<file path="src/rtl/argmax_stream.sv">
// argmax_stream
//   Streaming argmax over one frame of signed class scores, one score per
//   valid/ready beat. When a frame closes, the winning index and score are
//   presented until the consumer takes them. Ties go to the lowest index.
//   A frame whose length differs from NUM_CLASSES is flagged with out_err.
//
//   Optional build macro ARGMAX_TOP2_EN adds runner-up index/score and the
//   margin between the winner and the runner-up.
//
// Ports
//   clk         single clock, posedge
//   rst         synchronous, active-high reset
//   in_valid    score beat valid
//   in_ready    block can accept a beat
//   in_data     signed score
//   in_last     final beat of a frame
//   out_valid   result valid, held until out_ready
//   out_ready   consumer accepts result
//   out_index   index of the maximum score
//   out_value   maximum score
//   out_err     frame length != NUM_CLASSES
//   out_index2  (ARGMAX_TOP2_EN) index of the runner-up score
//   out_value2  (ARGMAX_TOP2_EN) runner-up score
//   out_margin  (ARGMAX_TOP2_EN) out_value - out_value2, DATA_W+1 bits signed
//
// States
//   ACCUM | accepting beats, tracking the running maximum
//   HOLD  | result presented, waiting for out_ready
module argmax_stream #(
    parameter int DATA_W      = 32,
    parameter int NUM_CLASSES = 10,
    parameter int IDX_W       = $clog2(NUM_CLASSES)
) (
    input  logic              clk,
    input  logic              rst,
    input  logic              in_valid,
    output logic              in_ready,
    input  logic [DATA_W-1:0] in_data,
    input  logic              in_last,
    output logic              out_valid,
    input  logic              out_ready,
    output logic [IDX_W-1:0]  out_index,
    output logic [DATA_W-1:0] out_value,
    output logic              out_err
`ifdef ARGMAX_TOP2_EN
    ,
    output logic [IDX_W-1:0]  out_index2,
    output logic [DATA_W-1:0] out_value2,
    output logic [DATA_W:0]   out_margin
`endif
);

    typedef enum logic {ACCUM, HOLD} state_t;

    localparam logic [IDX_W-1:0] LAST_POS = IDX_W'(NUM_CLASSES - 1);

    state_t            state, state_next;
    logic [IDX_W-1:0]  cnt;
    logic [DATA_W-1:0] best;
    logic [IDX_W-1:0]  idx;
    logic              err;

    logic accept, at_last_pos, frame_end, first_beat, gt_best;

    // Accept is derived from the state directly rather than from in_ready so
    // the FSM output process does not feed back into itself.
    assign accept      = in_valid && (state == ACCUM);
    assign at_last_pos = (cnt == LAST_POS);
    assign frame_end   = accept && (in_last || at_last_pos);
    assign first_beat  = (cnt == '0);
    assign gt_best     = $signed(in_data) > $signed(best);

    always_ff @(posedge clk) begin
        if (rst) begin
            state <= ACCUM;
        end else begin
            state <= state_next;
        end
    end

    always_comb begin
        state_next = state;
        in_ready   = 1'b0;
        out_valid  = 1'b0;
        case (state)
            ACCUM: begin
                in_ready = 1'b1;
                if (frame_end) state_next = HOLD;
            end
            HOLD: begin
                out_valid = 1'b1;
                if (out_ready) state_next = ACCUM;
            end
            default: state_next = ACCUM;
        endcase
    end

    always_ff @(posedge clk) begin
        if (rst) begin
            cnt  <= '0;
            best <= '0;
            idx  <= '0;
            err  <= 1'b0;
        end else if (accept) begin
            if (first_beat) begin
                best <= in_data;
                idx  <= '0;
            end else if (gt_best) begin
                best <= in_data;
                idx  <= cnt;
            end
            if (frame_end) begin
                cnt <= '0;
                // Error when in_last and the nominal last position disagree:
                // early in_last (short) or missing in_last (long).
                err <= (in_last != at_last_pos);
            end else begin
                cnt <= cnt + 1'b1;
            end
        end
    end

    assign out_index = idx;
    assign out_value = best;
    assign out_err   = err;

`ifdef ARGMAX_TOP2_EN
    localparam logic [DATA_W-1:0] MOST_NEG = {1'b1, {(DATA_W-1){1'b0}}};

    logic [DATA_W-1:0] second;
    logic [IDX_W-1:0]  idx2;
    logic              gt_second;

    assign gt_second = $signed(in_data) > $signed(second);

    always_ff @(posedge clk) begin
        if (rst) begin
            second <= '0;
            idx2   <= '0;
        end else if (accept) begin
            if (first_beat) begin
                // Single-beat frames report the most negative score as runner-up.
                second <= MOST_NEG;
                idx2   <= '0;
            end else if (gt_best) begin
                second <= best;
                idx2   <= idx;
            end else if ((cnt == IDX_W'(1)) || gt_second) begin
                // The second beat always displaces the initial most-negative runner-up.
                second <= in_data;
                idx2   <= cnt;
            end
        end
    end

    assign out_index2 = idx2;
    assign out_value2 = second;
    assign out_margin = $signed({best[DATA_W-1], best}) - $signed({second[DATA_W-1], second});
`endif

endmodule

</file>
<file path="config.mk">
export PLATFORM = sky130hd
export DESIGN_NAME = argmax_stream
export DESIGN_NICKNAME = d
export VERILOG_FILES = /design/src/rtl/argmax_stream.sv
export SDC_FILE = /design/constraint.sdc
export NUM_CORES = 1
export LEC_CHECK = 0
export ABC_AREA = 1
export CAP_MARGIN = 20
export CORE_ASPECT_RATIO = 0.8
export CORE_MARGIN = 2
export CORE_UTILIZATION = 40
export CTS_BUF_LIST = sky130_fd_sc_hd__clkbuf_8 sky130_fd_sc_hd__clkbuf_16
export DETAILED_ROUTE_END_ITERATION = 8
export GPL_ROUTABILITY_DRIVEN = 0
export PLACE_DENSITY = 0.7
export SLEW_MARGIN = 20
export SYNTH_ARGS = -nofsm -noshare
export SYNTH_HDL_FRONTEND = slang
export SYNTH_SLANG_ARGS = --single-unit
</file>
<file path="constraint.sdc">
create_clock -name clk -period 2.7 [get_ports clk]
set_clock_uncertainty 0.05 [all_clocks]
set_input_delay 0.81 -clock clk [delete_from_list [all_inputs] [get_ports clk]]
set_output_delay 0.81 -clock clk [all_outputs]
set_load 0.03 [all_outputs]
</file>
### Word-level counts from Yosys, hierarchy flattened

Cells that the tools add are included.

* $add $sub $neg: 1
* $lt $le $gt $ge: 1
* equal/unequal tests: 2
* mux-type cells: 10
* bitwise operators: 1
* reduce and logical (&&, ||, !) cells: 7

Operators with widths (count)
* two-way mux 32 bit: 2
* > comparator 32 bit: 1
* two-way mux 4 bit: 3
* adder 4 x 1 -> 4 bit (second input constant): 1
* == test 4 bit (second input constant): 1
* zero test 4 bit: 1
* two-way mux 1 bit: 4
* AND reduction 2 bit: 2
* logical AND 1 bit: 2
* one-hot mux 1 bit (2 select lines): 1
* nonzero test 2 bit: 1
* logical OR 1 bit: 1
* != test 1 bit: 1
* inverter 1 bit: 1

* bits in registers: 42
* output and inout bits: 39

### Logic depth before layout (Yosys ltp)

Gate-level depths: netlist of run 1.

* word-level depth: 5
* depth in mapped cells: 20

### Worst setup path before layout of run 1

OpenSTA, ideal clock, no wires.

* path kind: input port to flip-flop
* start: input in_data[31]
* end: register idx[0], in the netlist out_index[0]
* arrival time: 2.217 ns
* path slack: 0.318 ns
* cell stages on the path: 13
* path buffers: 1
* path through: ha_1 > nand2_1 > nor2_2 > nand2_2 > nor3b_2 > nand2_1 > nand3_1 > nand3_2 > nand2_4 > buf_6 > nand3_1 > nand2_1 > nor2_1

* word-level cells in the longest chain between the ends: 3

RTL lines
* start, declared: line 38 `input logic [DATA_W-1:0] in_data,`
* > comparator 32 bit: line 71 `assign gt_best = $signed(in_data) > $signed(best);`
* nonzero test 2 bit (no source line)
* AND reduction 2 bit (no source line)
* end signal, assigned: line 110 `idx <= cnt;`
* end, declared: line 60 `logic [IDX_W-1:0] idx;`

No other way between the ends.
A chain may end at the register's enable or synchronous reset.

### Final worst setup path of run 1

* start: input in_data[23]
* end: register best[28], in the netlist out_value[28]

* word-level cells in the longest chain between the ends: 3

RTL lines
* > comparator 32 bit: line 71
* nonzero test 2 bit (no source line)
* AND reduction 2 bit (no source line)
* end signal, assigned: line 106 `best <= in_data;`
* end signal, assigned: line 109 `best <= in_data;`
* end, declared: line 59 `logic [DATA_W-1:0] best;`

No other way between the ends.

==> key figures, run 1 <==
Yosys
  – Syn Area/Cell: between 6 and 7 um2
  – Mapped Nets: 496
  – Top cells by count, synth: nand2_1 (80), inv_1 (73), a21oi_1 (52)
  – Adder-cell area share of the yosys netlist: approximately 16%
  – Async SR Flop Fraction: 0%
  – Yosys warning count: 0
  – Post-Syn Instances: roughly 420
  – Largest area contributor in the netlist: dfxtp_1
  – Largest family of logic cells by synthesized area: simple AND/OR/NAND/NOR gates
  – Ranking of synthesized cells by area: dfxtp_1 (30%), ha_1 (16%), nand2_1 (11%)
  – Synth cell types: 27
  – Ys flop type: dfxtp_1
  – Synth Area in Compound Gates: approximately 11%
  – Post-Synth Simple-Gate Area: 27.9%
  – Most frequent cell after synthesis: nand2_1
  – Seq cells post-synth: 42
  – Mux contribution to synthesized area: 0%
  – Post-Synth XOR/XNOR Area: 0%
  – Sequential share of the synthesized area: 29.8%
  – Post-synth EDFFs: 0
  – Share of the synthesized area in the top cell type: 29.8%
  – Mapped cell area: 2830 um2

Job
  – Max cap viols: 0

Worst setup path
  – Max incr delay on CP: slightly below 0.3 ns
  – Worst Path Arrival: approximately 2.6 ns
  – Startpoint Class: input pin
  – Worst path top cell family by delay: simple AND/OR/NAND/NOR gates
  – Worst-path cell chain: dlymetal6s2s_1 > ha_1 > nand2_1 > nor2_2 > nand3_1 > nor3b_2 > nand2_2 > nand2_2 > nand2_2 > nand3_4 > nand2_8 > clkbuf_16 > a21oi_1 > nor2_1
  – CP Class: in2reg
  – Critical Path End Type: flop
  – Worst path bufs/invs: 2
  – Worst path slowest cell: ha_1
  – Crit Path Max Fanout: 6
  – WP data required: approximately 2.8 ns
  – Crit-path most repeated cell: nand2_2

Power
  – Total power: ~2200 uW
  – VDD IR-drop max: 0.335 mV
  – Pleak: ~0.0022 uW
  – Pwr/cell area: 503 nW/um2

Routing
  – Routed WL per cell: ~13 um
  – Final ANT Viol Nets: 0
  – Detailed Routing Iterations Pass 1: 4
  – Vias per cell: just under 5
  – Via Count: just under 3k
  – Final WL: 7600 um
  – Detailed Route Iter0 Violations: 107
  – DRC: 0

Final layout
  – Area growth from synthesis to layout: 53.3%
  – Nets@finish: 582
  – Share of layout cells above drive strength 1: 16.7%
  – Post-Layout Cell Count: ~600
  – Diodes inserted: 0

Global route
  – GRT Util Overall: 17.6%
  – Total grt overflow: 0
  – Initial antenna violation count: 0
  – Largest net degree at the start of global routing: 42
  – Vias in the first global route: around 2.6k
  – First-pass GRT wire length: roughly 11000 um

STA
  – RSZ-0062 raised after global routing: false
  – Final Max Tran Viols: 0
  – Final period utilization: 90.6%
  – Total negative setup slack: 0 ns
  – Setup violators final: 0
  – Fmax: about 0.41 GHz
  – Period minus WS final: 2.45 ns
  – Final setup margin: 0.254 ns
  – Tightest Pin Transition: around 0.46 ns
  – Hold Fails Final Rpt: 0
  – Relative slew slack: between 60% and 70%

Clocking
  – CTS clk-pin slew, worst paths: roughly 0.080 ns
  – Skew-Pair Late Insertion Delay: 0.29 ns
  – H-tree Lvls: 2
  – CTS tree: yes
  – Worst-case clock buffer depth: 2
  – CTS root buffer: clkbuf_8
  – Clock Sinks: 42
  – CTS Buf Count: 5

Die
  – Chip width: around 100 um
  – Top Ports: 76
  – Starting Density: 41.2%
  – Cell Rows: 27
  – Core area: 6860 um2
  – Chip height: about 80 um
  – Die area: about 7800 um2

Run status
  – Status: finished, final reports clean

Place
  – HPWL Detailed: 4850 um
  – IO buf count: 75
  – Placed cells: 581
  – Placement-stage worst setup slack: -0.313 ns

Min path
  – Worst hold path class: reg2reg
==> layer usage <==
layer | track usage (%) | wire [um]
met1 | 24.0 | 3660
met5 | 0 | 0
met2 | 28.4 | 3500
met3 | 3.96 | 357
met4 | 4.03 | 78
==> repair_timing <==
item,4_1_cts,5_1_grt
endpoints found under the hold margin,0,0
hold buffers,0,0
cloned,0,7
setup endpoints to repair,1,36
resized for setup,0,80
buffers inserted,0,1
pin swaps,1,36
==> cells by family after synthesis <==
kind of cell | Yosys count
flops | 42
fa+ha+maj | 36
buf+inv | 101
compound gates | 60
simple gates | 184
==> layout make-up <==
class                   instances  area, um2
well taps                      87        109
multi-input cells             281       1850
fillers                       603       2530
clock buffers                   6       82.6
inverters                      82        308
repair buffers                 97       1130
flip-flops and latches         42        841
clock inverters                 2       8.76
==> report_power, final <==
part	internal [uW]	switching, uW
sequential	688	57.3
clock	203	224
combinational	464	540
==> worst min-delay path: cells and delay by family, from the launching register on <==
kind	cells	cell delay (ns)
flip-flops	1	0.32
buffers and inverters	1	0.05
AO/OA/AOI/OAI	1	0.05
==> flip-flops by register name, summed over array words and instances, names as in the netlist <==
name,cells
out_index,4
out_value,32
state,1
cnt,4
out_err,1
==> placed cells by master, fill, tap and decap left out, types with 2 or more instances in the layout <==
cell type | Yosys | layout
o21a_1 | 2 | 2
dlymetal6s2s_1 | 0 | 32
clkdlybuf4s50_1 | 0 | 43
o21ai_1 | 1 | 2
nor2_2 | 1 | 3
buf_4 | 0 | 9
a21oi_1 | 52 | 38
nand2_2 | 1 | 8
nor2_1 | 50 | 47
clkbuf_16 | 0 | 4
inv_1 | 73 | 73
nand3_1 | 43 | 42
dfxtp_1 | 42 | 42
inv_2 | 9 | 10
ha_4 | 0 | 14
buf_12 | 0 | 4
o21ai_0 | 3 | 2
ha_1 | 36 | 22
a21oi_2 | 0 | 14
nand2_8 | 0 | 2
clkbuf_8 | 0 | 6
nand4_1 | 2 | 2
buf_6 | 7 | 5
nand2_1 | 80 | 73
==> through the flow <==
step                hold WS, ns  utilization, %  instance area [um2]
floorplan                 0.458               -                 2830
global placement          0.385            54.2                 3720
detailed placement        0.392            54.2                 3720
CTS                       0.410            55.6                 3810
global route              0.442            63.1                 4330
finish                    0.408            63.1                 4330
==> worst paths after layout <==
check,start,end,slack (ns),cells after the start
setup / recovery,in_data[23],out_value[28],0.25,14
hold reg to reg,out_err,out_err,0.41,2
setup reg to reg,out_value[13],out_value[8],0.47,15
hold / removal,out_err,out_err,0.41,2
Note: power is estimated with default switching activity, not from simulation.
==> run 2: changes to the inputs <==
- CTS_CLUSTER_DIAMETER: unset -> 40
==> results of run 2 <==
Same layout as run 1: the final DEF is identical, and so are final timing and power.
==> run 3: changes to the inputs <==
- CTS_BUF_LIST: sky130_fd_sc_hd__clkbuf_8 sky130_fd_sc_hd__clkbuf_16 -> unset
==> run 3 against run 2 <==
Compared with the run above:
- final cell count is the same
- routed wire length fell by 0.74%
- sequential share of layout area shrank 0.050 points
- first-iteration DRC count increased by 2.8%
- global-route usage hardly changed
- setup slack got worse by 0.0087 ns
- sequential power is essentially flat
- design area rose by 0.26%
- total power increased by 0.24%
- largest cell class unchanged
==> key figures, run 3 (same netlist as run 1, synthesis figures left out) <==
Run status
  – Status: finished, final reports clean

Worst setup path
  – Worst path slowest cell: ha_1
  – Crit Path Max Fanout: 6
  – Worst setup path startpoint: in_data[23]
  – Worst-path cell chain: dlymetal6s2s_1 > ha_1 > nand2_1 > nor2_2 > nand3_1 > nor3b_2 > nand2_2 > nand2_2 > nand2_2 > nand3_4 > nand2_8 > clkbuf_16 > a21oi_1 > nor2_1
  – WP data required: between 2 and 3 ns
  – Crit-path most repeated cell: nand2_2
  – R2r setup slk: roughly 0.47 ns
  – Crit path capture: out_value[28]
  – CP Class: in2reg
  – Worst path bufs/invs: 2
  – Max incr delay on CP: ~0.29 ns
  – Reg-to-reg endpoint: out_value[28]
  – Critical Path End Type: flop
  – Stages on the worst setup path: 14
  – R2R depth: 16
  – Startpoint Class: input pin
  – Worst path top cell family by delay: simple AND/OR/NAND/NOR gates
  – Worst Path Arrival: 2.60 ns
  – Worst reg2reg startpoint: out_value[13]

STA
  – Final period utilization: slightly above 90%
  – WHS: between 0.4 and 0.5 ns
  – Final Max Tran Viols: 0
  – Period minus WS final: around 2.5 ns
  – Total negative setup slack: 0 ns
  – RSZ-0062 raised after global routing: false
  – Hold Fails Final Rpt: 0
  – Relative slew slack: 69.7%
  – Fmax: 0.407 GHz
  – Setup violators final: 0
  – Tightest Pin Transition: ~0.45 ns

Power
  – Clock power frac: roughly 20%
  – Pint: 1360 uW
  – VDD IR-drop max: 0.341 mV
  – Seq pwr share: about a third
  – Gate power share: around 46%
  – Total power: roughly 2200 uW
  – Pleak: ~0.0022 uW
  – Sw Pwr: 821 uW
  – Pwr/cell area: about 500 nW/um2
  – Switching Fraction: 37.6%

Routing
  – Via Count: about 2.9k
  – Detailed Routing Iterations Pass 1: 4
  – Detailed Route Iter0 Violations: 110
  – Vias per cell: between 4 and 5
  – Routed WL per cell: 12.6 um
  – Final ANT Viol Nets: 0
  – Final WL: around 7500 um
  – DRC: 0

Die
  – Cell Rows: 27
  – Chip width: a little under 100 um
  – Top Ports: 76
  – Starting Density: between 40% and 50%
  – Die area: approximately 7800 um2
  – Core area: 6860 um2
  – Chip height: around 80 um

Clocking
  – CTS tree: yes
  – Clock Sinks: between 40 and 50
  – CTS root buffer: clkbuf_8
  – CTS clk-pin slew, worst paths: 0.08 ns
  – Skew-Pair Late Insertion Delay: roughly 0.30 ns
  – H-tree Lvls: 2
  – Worst-case clock buffer depth: 2
  – Hold buffers post-CTS: 0
  – CTS Buf Count: 5

Final layout
  – Largest register FFs: 32
  – Share of layout cells above drive strength 1: ~17%
  – Diodes inserted: 0
  – Commonest non-fill, non-tap cell in the layout: nand2_1
  – Most frequent cells in the layout: nand2_1 (73), inv_1 (72), nor2_1 (47)
  – Fillers: around 600
  – Nets@finish: 582
  – Post-Layout Inst Area: around 4300 um2
  – Area growth from synthesis to layout: 53.7%

Global route
  – First-pass GRT wire length: around 11000 um
  – Largest net degree at the start of global routing: 42
  – Total grt overflow: 0
  – GRT Util Overall: about 18%
  – Vias in the first global route: around 2.6k
  – Initial antenna violation count: 0

Min path
  – Worst hold path class: reg2reg

Place
  – Placed instance area: about 3700 um2
  – IO buf count: between 70 and 80
  – HPWL Detailed: 4850 um

Job
  – Max cap viols: 0
==> run 3: cell types whose count changed in the layout (fill, tap and decap cells not counted), sizes merged <==
cell	before	now
clkbuf	10	11
inv	83	82
==> run 3: worst register-to-register path: cells and delay by family (launching register included) <==
| family | cells | cell delay (ns) |
|---|---|---|
| flip-flops | 1 | 0.41 |
| buffers and inverters | 3 | 0.36 |
| AND/OR/NAND/NOR | 11 | 0.90 |
| AO/OA/AOI/OAI | 1 | 0.13 |
| adder cells (fa/ha/maj) | 1 | 0.29 |
==> run 3: worst min-delay path by stage <==
stage                     startpoint  endpoint  depth (start not counted)
final                        out_err   out_err                          2
after global routing         out_err   out_err                          2
after CTS                    out_err   out_err                          2
after detailed placement     out_err   out_err                          2
after global placement       out_err   out_err                          2
after floorplan               cnt[1]    cnt[1]                          2
==> run 3: per-layer routing <==
layer / vias up / global-route usage (%) / routed length [um]
li1: 1503 / - / -
met1: 1310 / 24.0 / 3590
met2: 72 / 28.4 / 3480
met3: 8 / 3.96 / 400
met4: 0 / 4.03 / 72
met5: - / 0 / 0
==> run 3: cell type report <==
class / instances / area [um2] / area share (%)
multi-input combinational: 281 / 1860 / 42.8
timing repair buffer: 97 / 1130 / 26.1
sequential: 42 / 841 / 19.4
inverter: 82 / 308 / 7.09
tap: 87 / 109 / 2.51
clock buffer: 7 / 86.3 / 1.99
clock inverter: 1 / 5.00 / 0.115
==> run 3: per-stage QoR <==
stage | utilization, % | worst slack [ns] | cells
4_1_cts | 55.6 | 0.00184 | 589
2_1_floorplan | - | 0.318 | 423
3_5_place_dp | 54.2 | -0.313 | 581
6_report | 63.3 | 0.245 | 597
3_3_place_gp | 54.2 | -0.308 | 581
5_1_grt | 63.3 | 0.108 | 597
==> run 3: power by group through the flow <==
stage	clock, uW	combinational, uW	sequential (uW)
after floorplan	0	402	875
after global placement	0	799	755
after detailed placement	0	815	755
after CTS	446	819	742
after global routing	474	1100	757
final	431	1000	746
==> run 3: repair_timing <==
action                                 in CTS  in global routing
cloned                                      0                  7
endpoints found under the hold margin       0                  0
pin swaps                                   1                 36
setup endpoints to repair                   1                 36
resized for setup                           0                 83
setup buffers                               0                  1
